==> src/rtl/enc_cmd_seq.sv <==
// ENC28J60 control-register command sequencer.
// Buffers commands in a small FIFO and issues each one to the SPI driver.
// Before a banked command it inserts a BFC/BFS pair on ECON1 when the
// register bank has to change.
//
// state    | meaning
// ---------+--------------------------------------------------------------
// IDLE     | waiting for a queued command; pops the FIFO head when present
// DECIDE   | chooses between direct issue and a bank switch
// BFC_REQ  | start pulse for BFC ECON1,0x03 (clear bank select bits)
// BFC_WAIT | waiting for the driver to finish the BFC
// BFS_REQ  | start pulse for BFS ECON1,bank (set bank select bits)
// BFS_WAIT | waiting for the driver to finish the BFS
// CMD_REQ  | start pulse for the command itself
// CMD_WAIT | waiting for the driver to finish the command
module enc_cmd_seq #(
    parameter int FIFO_DEPTH = 4,
    parameter int TIMEOUT    = 255
) (
    input  logic       clk,
    input  logic       rst,
    input  logic       cmd_valid,
    output logic       cmd_ready,
    input  logic [2:0] cmd_opcode,
    input  logic [4:0] cmd_addr,
    input  logic [1:0] cmd_bank,
    input  logic [7:0] cmd_data,
    output logic       run_req,
    output logic [2:0] opcode,
    output logic [4:0] write_addr,
    output logic [7:0] write_data,
    input  logic       end_flag,
    output logic       busy,
    output logic       err_timeout
);

    localparam int PTR_W = $clog2(FIFO_DEPTH);
    localparam int CNT_W = $clog2(TIMEOUT + 1);

    localparam logic [PTR_W:0]   PTR_ONE = 1;
    localparam logic [CNT_W-1:0] CNT_ONE = 1;
    localparam logic [CNT_W-1:0] CNT_TC  = CNT_W'(TIMEOUT);

    localparam logic [2:0] OP_WCR = 3'b010;
    localparam logic [2:0] OP_BFS = 3'b100;
    localparam logic [2:0] OP_BFC = 3'b101;
    localparam logic [2:0] OP_SRC = 3'b111;

    // ECON1 lives at 0x1F in every bank; 0x1B..0x1F are common to all banks
    localparam logic [4:0] ECON1_ADDR  = 5'h1F;
    localparam logic [4:0] COMMON_BASE = 5'h1B;

    typedef struct packed {
        logic [2:0] op;
        logic [4:0] addr;
        logic [1:0] bank;
        logic [7:0] data;
    } cmd_t;

    typedef enum logic [2:0] {
        IDLE,
        DECIDE,
        BFC_REQ,
        BFC_WAIT,
        BFS_REQ,
        BFS_WAIT,
        CMD_REQ,
        CMD_WAIT
    } state_t;

    state_t           state;
    state_t           state_nxt;
    cmd_t             fifo_mem [FIFO_DEPTH];
    logic [PTR_W:0]   wr_ptr;
    logic [PTR_W:0]   rd_ptr;
    logic             fifo_empty;
    logic             fifo_full;
    logic             push;
    logic             pop;
    cmd_t             cur;
    logic [1:0]       cur_bank;
    logic             bank_valid;
    logic [CNT_W-1:0] wait_cnt;
    logic             done;
    logic             timeout_hit;

    assign fifo_empty = (wr_ptr == rd_ptr);
    assign fifo_full  = (wr_ptr[PTR_W] != rd_ptr[PTR_W]) &&
                        (wr_ptr[PTR_W-1:0] == rd_ptr[PTR_W-1:0]);
    assign cmd_ready  = !rst && !fifo_full;
    assign push       = cmd_valid && cmd_ready;
    assign busy       = (state != IDLE) || !fifo_empty;

    // command storage; contents are don't-care until written
    always_ff @(posedge clk) begin
        if (push) begin
            fifo_mem[wr_ptr[PTR_W-1:0]] <= '{op: cmd_opcode, addr: cmd_addr,
                                             bank: cmd_bank, data: cmd_data};
        end
    end

    // FIFO pointers and the current-command register loaded on pop
    always_ff @(posedge clk) begin
        if (rst) begin
            wr_ptr <= '0;
            rd_ptr <= '0;
            cur    <= '0;
        end else begin
            if (push) begin
                wr_ptr <= wr_ptr + PTR_ONE;
            end
            if (pop) begin
                rd_ptr <= rd_ptr + PTR_ONE;
                cur    <= fifo_mem[rd_ptr[PTR_W-1:0]];
            end
        end
    end

    // state register
    always_ff @(posedge clk) begin
        if (rst) begin
            state <= IDLE;
        end else begin
            state <= state_nxt;
        end
    end

    // next-state, start pulse, completion and timeout decode
    always_comb begin
        state_nxt   = state;
        pop         = 1'b0;
        run_req     = 1'b0;
        done        = 1'b0;
        timeout_hit = 1'b0;
        case (state)
            IDLE: begin
                if (!fifo_empty) begin
                    pop       = 1'b1;
                    state_nxt = DECIDE;
                end
            end
            DECIDE: begin
                if (cur.addr >= COMMON_BASE || cur.op == OP_SRC) begin
                    state_nxt = CMD_REQ;
                end else if (bank_valid && cur.bank == cur_bank) begin
                    state_nxt = CMD_REQ;
                end else begin
                    state_nxt = BFC_REQ;
                end
            end
            BFC_REQ: begin
                run_req   = 1'b1;
                state_nxt = BFC_WAIT;
            end
            BFS_REQ: begin
                run_req   = 1'b1;
                state_nxt = BFS_WAIT;
            end
            CMD_REQ: begin
                run_req   = 1'b1;
                state_nxt = CMD_WAIT;
            end
            BFC_WAIT, BFS_WAIT, CMD_WAIT: begin
                // completion wins over the timeout on the terminal cycle
                if (end_flag) begin
                    done = 1'b1;
                    if (state == CMD_WAIT) begin
                        state_nxt = IDLE;
                    end else if (state == BFC_WAIT && cur.bank != 2'd0) begin
                        state_nxt = BFS_REQ;
                    end else begin
                        state_nxt = CMD_REQ;
                    end
                end else if (wait_cnt == CNT_TC) begin
                    timeout_hit = 1'b1;
                    state_nxt   = IDLE;
                end
            end
            default: state_nxt = IDLE;
        endcase
    end

    // driver fields are loaded on entry to a request state and held through the wait
    always_ff @(posedge clk) begin
        if (rst) begin
            opcode     <= '0;
            write_addr <= '0;
            write_data <= '0;
        end else begin
            case (state_nxt)
                BFC_REQ: begin
                    opcode     <= OP_BFC;
                    write_addr <= ECON1_ADDR;
                    write_data <= 8'h03;
                end
                BFS_REQ: begin
                    opcode     <= OP_BFS;
                    write_addr <= ECON1_ADDR;
                    write_data <= {6'b0, cur.bank};
                end
                CMD_REQ: begin
                    opcode     <= cur.op;
                    write_addr <= cur.addr;
                    write_data <= cur.data;
                end
                default: ;
            endcase
        end
    end

    // wait counter: zeroed while requesting, counts cycles spent waiting
    always_ff @(posedge clk) begin
        if (rst) begin
            wait_cnt <= '0;
        end else if (state == BFC_REQ || state == BFS_REQ || state == CMD_REQ) begin
            wait_cnt <= '0;
        end else if (state == BFC_WAIT || state == BFS_WAIT || state == CMD_WAIT) begin
            wait_cnt <= wait_cnt + CNT_ONE;
        end
    end

    // bank tracking and the sticky timeout flag
    always_ff @(posedge clk) begin
        if (rst) begin
            cur_bank    <= 2'd0;
            bank_valid  <= 1'b0;
            err_timeout <= 1'b0;
        end else if (timeout_hit) begin
            // the bank select bits may have been half-written, so distrust them
            err_timeout <= 1'b1;
            bank_valid  <= 1'b0;
        end else if (done) begin
            case (state)
                BFC_WAIT: begin
                    if (cur.bank == 2'd0) begin
                        cur_bank   <= 2'd0;
                        bank_valid <= 1'b1;
                    end
                end
                BFS_WAIT: begin
                    cur_bank   <= cur.bank;
                    bank_valid <= 1'b1;
                end
                CMD_WAIT: begin
                    if (cur.op == OP_SRC) begin
                        cur_bank   <= 2'd0;
                        bank_valid <= 1'b1;
                    end else if (cur.addr == ECON1_ADDR &&
                                 (cur.op == OP_WCR || cur.op == OP_BFS || cur.op == OP_BFC)) begin
                        bank_valid <= 1'b0;
                    end
                end
                default: ;
            endcase
        end
    end

endmodule

==> config.mk <==
export PLATFORM = sky130hd
export DESIGN_NAME = enc_cmd_seq
export DESIGN_NICKNAME = d
export VERILOG_FILES = /design/src/rtl/enc_cmd_seq.sv
export SDC_FILE = /design/constraint.sdc
export NUM_CORES = 1
export LEC_CHECK = 0
export CAP_MARGIN = 20
export CELL_PAD_IN_SITES_DETAIL_PLACEMENT = 1
export CELL_PAD_IN_SITES_GLOBAL_PLACEMENT = 2
export CORE_MARGIN = 8
export CORE_UTILIZATION = 40
export DETAILED_ROUTE_END_ITERATION = 10
export GPL_TIMING_DRIVEN = 0
export PLACE_DENSITY_LB_ADDON = 0.1
export SYNTH_ARGS = -nofsm -noshare
export SYNTH_HDL_FRONTEND = slang
export SYNTH_SLANG_ARGS = --single-unit
==> constraint.sdc <==
create_clock -name clk -period 2.3 [get_ports clk]
set_clock_uncertainty 0.05 [all_clocks]
set_input_delay 0.46 -clock clk [delete_from_list [all_inputs] [get_ports clk]]
set_output_delay 0.46 -clock clk [all_outputs]
set_load 0.01 [all_outputs]
### Word-level counts from Yosys, hierarchy flattened

Memories as Yosys holds them, arrays and structs flattened. A register that Yosys moved wholly into a read port is not among the register bits.
Index checks and enable logic that the tools add are counted.

* logic and storage cells: 98
* register bits: 37
* bits of input ports: 22
* bits in writable memories: 72
* memories kept: 1

* bitwise logic cells: 1
* reduce and logical (&&, ||, !) cells: 31
* equality and inequality tests: 23
* $add $sub $neg: 3
* order comparisons: 1
* muxes and demuxes: 28

Memories
* fifo_mem: words 4, width 18, read ports 1, clocked after Yosys merged registers in 1, wr ports 1, line 73 `cmd_t fifo_mem [FIFO_DEPTH];`

Operators with widths (number)
* $eq A3 B3 Y1 const B: 9
* $pmux W8 S3: 1
* $mux W3: 6
* $pmux W3 S6: 1
* $mux W1: 13
* $eq A3 B2 Y1 const B: 4
* $pmux W5 S2: 1
* $pmux W3 S3: 1
* $reduce_bool A3 Y1: 3
* $add A8 B1 Y8 const B: 1
* $eq A8 B8 Y1 const B: 1
* $logic_or A1 B1 Y1: 8
* $add A3 B1 Y3 const B: 2
* $logic_and A1 B1 Y1: 6
* $mux W2: 3
* $pmux W2 S3: 1
* $reduce_or A2 Y1: 3
* $reduce_or A3 Y1: 2
* $eq A5 B5 Y1 const B: 1
* $ge A5 B5 Y1 const B: 1
* $reduce_and A5 Y1: 1
* $eq A2 B2 Y1: 2
* $reduce_and A4 Y1: 1
* $reduce_bool A2 Y1: 2
* 11 further kinds: 13

### Logic depth before layout (Yosys ltp)

* depth in word-level cells: 9
* gate-level depth with buffers: 7
* mapped depth without buffers: 6

### Least setup slack after synthesis

Ideal clock, no wire load.

* kind: reg2reg
* start point: register wr_ptr[0]
* end point: memory fifo_mem[0][0] (netlist name) (enable)
* path slack: 0.361 ns
* library setup time: 0.376 ns
* buffers on the path: 0
* data required time: 1.874 ns
* stages on the path, launching flop included: 4
* arrival: 1.514 ns
* cells stage by stage: dfxtp_1 xnor2_2 a311oi_4 and2_1

* word-level cells in the longest chain between the ends: 7

RTL lines
* start, declared: line 74 `logic [PTR_W:0] wr_ptr;`
* start signal, assigned: line 110 `wr_ptr <= wr_ptr + PTR_ONE;`
* $eq A2 B2 Y1: line 89 `(wr_ptr[PTR_W-1:0] == rd_ptr[PTR_W-1:0]);`
* $logic_and A1 B1 Y1: line 88 `assign fifo_full = (wr_ptr[PTR_W] != rd_ptr[PTR_W]) &&`
* $logic_not A1 Y1: line 90 `assign cmd_ready = !rst && !fifo_full;`
* $logic_and A1 B1 Y1: line 90
* $logic_and A1 B1 Y1: line 91 `assign push = cmd_valid && cmd_ready;`
* $mux W1: line 96 `if (push) begin`
* $mux W1 (not written as such): line 97 `fifo_mem[wr_ptr[PTR_W-1:0]] <= '{op: cmd_opcode, addr: cmd_addr,`
* end, declared: line 73

Parallel ways exist; a longest one is shown, timed or not.

### Worst setup path after layout

* start point: register state[1]
* end point: output port run_req

* word-level cells in the longest chain between the ends: 3

RTL lines
* start, declared: line 71 `state_t state;`
* start signal, assigned: line 124 `state <= state_nxt;`
* $eq A3 B2 Y1 / $eq A3 B3 Y1 (equally long branches): line 135 `case (state)`
* $reduce_or A3 Y1 (no line) *
* $mux W1 *: line 135
* end, declared: line 28 `output logic run_req,`

Every way passes the cells marked *; elsewhere a longest branch is shown, timed or not.

==> impl_metrics.env <==
export IMPL_status="finished, final reports clean"
export IMPL_crit_chain="buf_4 > nor2_4 > buf_2 > nor2_1 > dlygate4sd2_1"
export IMPL_min_to="cur[7]"
export IMPL_yosys_warnings=0
export IMPL_antenna_cells=0
export IMPL_arrival_ps=1660
export IMPL_setup_violations=0
export IMPL_ys_seq_elements=127
export IMPL_slowest_stage="dfxtp_1"
export IMPL_gr_total_overflow=0
export IMPL_via_per_inst=5.12
export IMPL_cp_startpoint="state[1]"
export IMPL_slowest_delay_ps=300
export IMPL_r2r_end="write_data[1]"
export IMPL_synth_area_leaders="edfxtp_1, dfxtp_1, mux4_2, nand2_1, a21oi_1"
export IMPL_gp_congestion=0.727
export IMPL_place_hpwl_microns=7810
export IMPL_routed_wl_microns=11500
export IMPL_dieArea_sq_mm=0.0165
export IMPL_dieWidth_microns=128
export IMPL_drtIter0Drc=172
export IMPL_dr_total_vias=3162
export IMPL_fin_cells=617
export IMPL_synth_top_area_share=0.428
export IMPL_ir_worst_vdd_mv=0.623
export IMPL_cpLargestDelayFamily="buffers and inverters"
export IMPL_clk_latency_ps=410
export IMPL_synth_edf_count=72
export IMPL_clk_pin_slew_ps=60
export IMPL_finalHoldViolCount=0
export IMPL_tns_ps=0
export IMPL_ys_types=54
export IMPL_cts_root_buffer="clkbuf_16"
export IMPL_crit_type="flip-flop to output pin"
export IMPL_cts_max_level=4
export IMPL_clock_fmax_mhz=461
export IMPL_synthCells=371
export IMPL_min_period_ps=2170
export IMPL_final_layout_size_suffix_gt1_frac=0.193
export IMPL_core_rowCount=41
export IMPL_pwr_density_cell_mw_per_mm2=1140
export IMPL_rsz0062_at_grt="false"
export IMPL_drv_cap=0
export IMPL_clock_sinks=127
export IMPL_yosys_area_top_type="edfxtp_1"
export IMPL_finalNetCount=460
export IMPL_start_util=0.405
export IMPL_post_route_drc_count=0
export IMPL_grt_pass1_vias=3370
export IMPL_worstMarginPinSlew_ps=732
export IMPL_r2r_start="wait_cnt[0]"
export IMPL_holdBufCountCts=0
export IMPL_final_util=0.509
export IMPL_grt_use_total=0.150
export IMPL_min_delay_path_depth=2
export IMPL_die_h_microns=128
export IMPL_syn_area_sq_mm=0.00505
export IMPL_port_buffers=40
export IMPL_ys_seq_area_frac=0.646
export IMPL_critPathMaxFanout=10
export IMPL_wl_per_cell_microns=18.6
export IMPL_grt_pass1_wl_microns=18300
export IMPL_clk_path_buf_depth=2
export IMPL_min_period_over_period=0.944
export IMPL_rr_worst_depth=7
export IMPL_ioPinCount=42
export IMPL_grt_max_degree=20
export IMPL_postRouteAntennaNets=0
export IMPL_slew_viol_final=0
export IMPL_leakage_nw=2.14
export IMPL_antenna_found_initial=0
export IMPL_area_growth_pct=25.6
export IMPL_drtPass1Iterations=6
export IMPL_design_core_area_sq_mm=0.0125
export IMPL_p_total_mw=7.21
export IMPL_cts_made_buffers=17
export IMPL_syn_area_per_cell_sq_um=13.6
export IMPL_synthArstFlopShare=0
export IMPL_synthFlopType="edfxtp_1"
export IMPL_end_kind="output pin"
export IMPL_tritoncts="yes"
export IMPL_path_buf_inv=3
export IMPL_ff2ff_setup_slack_ps=210
export IMPL_hold_class="flip-flop to flip-flop"
export IMPL_cp_start_kind="flip-flop"
export IMPL_syn_nets=399
export IMPL_maxSlewHeadroom=0.507
export IMPL_worstPathRequired_ps=1790
export IMPL_min_delay_start="cur[7]"
export IMPL_dp_cells=583
export IMPL_whs_ps=410
kinds of logic (layout without fill, tap and decap cells):
| logic type | Yosys count | after routing | synth area share |
|---|---|---|---|
| buffers and inverters | 25 | 99 | 0.0228 |
| XOR/XNOR | 14 | 14 | 0.0272 |
| adder cells (fa/ha/maj) | 6 | 6 | 0.0149 |
| AND/OR/NAND/NOR | 111 | 111 | 0.104 |
| flip-flops | 127 | 127 | 0.646 |
| AO/OA/AOI/OAI | 66 | 66 | 0.0971 |
| multiplexers | 22 | 22 | 0.0881 |
cell usage after synthesis (2+ instances only):
cell / count
and3_1: 4
xor2_1: 6
nor2b_1: 2
a31oi_1: 3
nor3b_1: 2
xnor2_2: 2
buf_4: 3
mux2i_1: 4
dfxtp_1: 55
edfxtp_1: 72
nand4_1: 5
a32oi_1: 7
clkbuf_1: 7
nor2_1: 26
a41o_1: 2
nor3_1: 3
nand2_1: 46
or3_1: 3
nand3_1: 5
buf_2: 8
o221a_1: 5
mux4_2: 18
o21ai_0: 7
ha_1: 6
a21oi_1: 28
and2_1: 4
inv_1: 6
xnor2_1: 6
registers in the layout, summed over array words and instances, names as in the netlist:
| register | cells |
|---|---|
| err_timeout | 1 |
| state | 3 |
| opcode | 3 |
| write_addr | 5 |
| wr_ptr | 3 |
| fifo_mem | 72 |
| write_data | 8 |
| wait_cnt | 8 |
| cur | 18 |
| bank_valid | 1 |
| cur_bank | 2 |
| rd_ptr | 3 |
metrics by stage:
stage | worst slack (ps) | area, sq um
3_3_place_gp | -458 | 5670
6_report | 130 | 6350
2_1_floorplan | 361 | 5050
4_1_cts | 26.8 | 6310
5_1_grt | 9.10 | 6350
3_5_place_dp | -465 | 5670
per-layer routing:
layer,wire length (microns),global-route usage,vias up
met5,0,0,-
met4,96,0.0524,0
met1,5070,0.178,1588
li1,-,-,1523
met3,403,0.0484,8
met2,5920,0.253,43
cell type report:
type	count	area, sq um
Tap cell	172	215
Buffer	19	100
Fill cell	1280	6120
Inverter	6	22.5
Clock inverter	15	171
Timing Repair Buffer	42	428
Clock buffer	17	425
Sequential cell	127	3270
Multi-Input combinational cell	219	1710
cell usage in the layout, fill, tap and decap left out, types with 17 or more instances in the layout:
| cell type | count |
|---|---|
| edfxtp_1 | 72 |
| dfxtp_1 | 51 |
| nand2_1 | 46 |
| clkdlybuf4s50_1 | 37 |
| a21oi_1 | 28 |
| nor2_1 | 26 |
| mux4_2 | 18 |
| clkbuf_16 | 17 |
tightest hold or removal path: stages (launching register included):
cell and delay, ps:
dfxtp_1 310, nand2_1 50, a21oi_1 50
where the power goes:
group	internal (mW)	switching [mW]
combinational	0.738	0.950
sequential	2.66	0.185
clock	1.63	1.04
total	5.03	2.18
what timing repair did:
item / 4_1_cts / 5_1_grt
gates resized for setup: 17 / 2
buffers inserted: 0 / 2
setup endpoints to repair: 57 / 8
worst max path at each step:
stage	endpoint	cells past startpoint
global placement	fifo_mem[0][12]	4
CTS	cmd_ready	3
global route	run_req	5
finish	run_req	5
floorplan	fifo_mem[0][0]	3
detailed placement	fifo_mem[2][12]	4
Note: power is estimated with default switching activity, not from simulation.
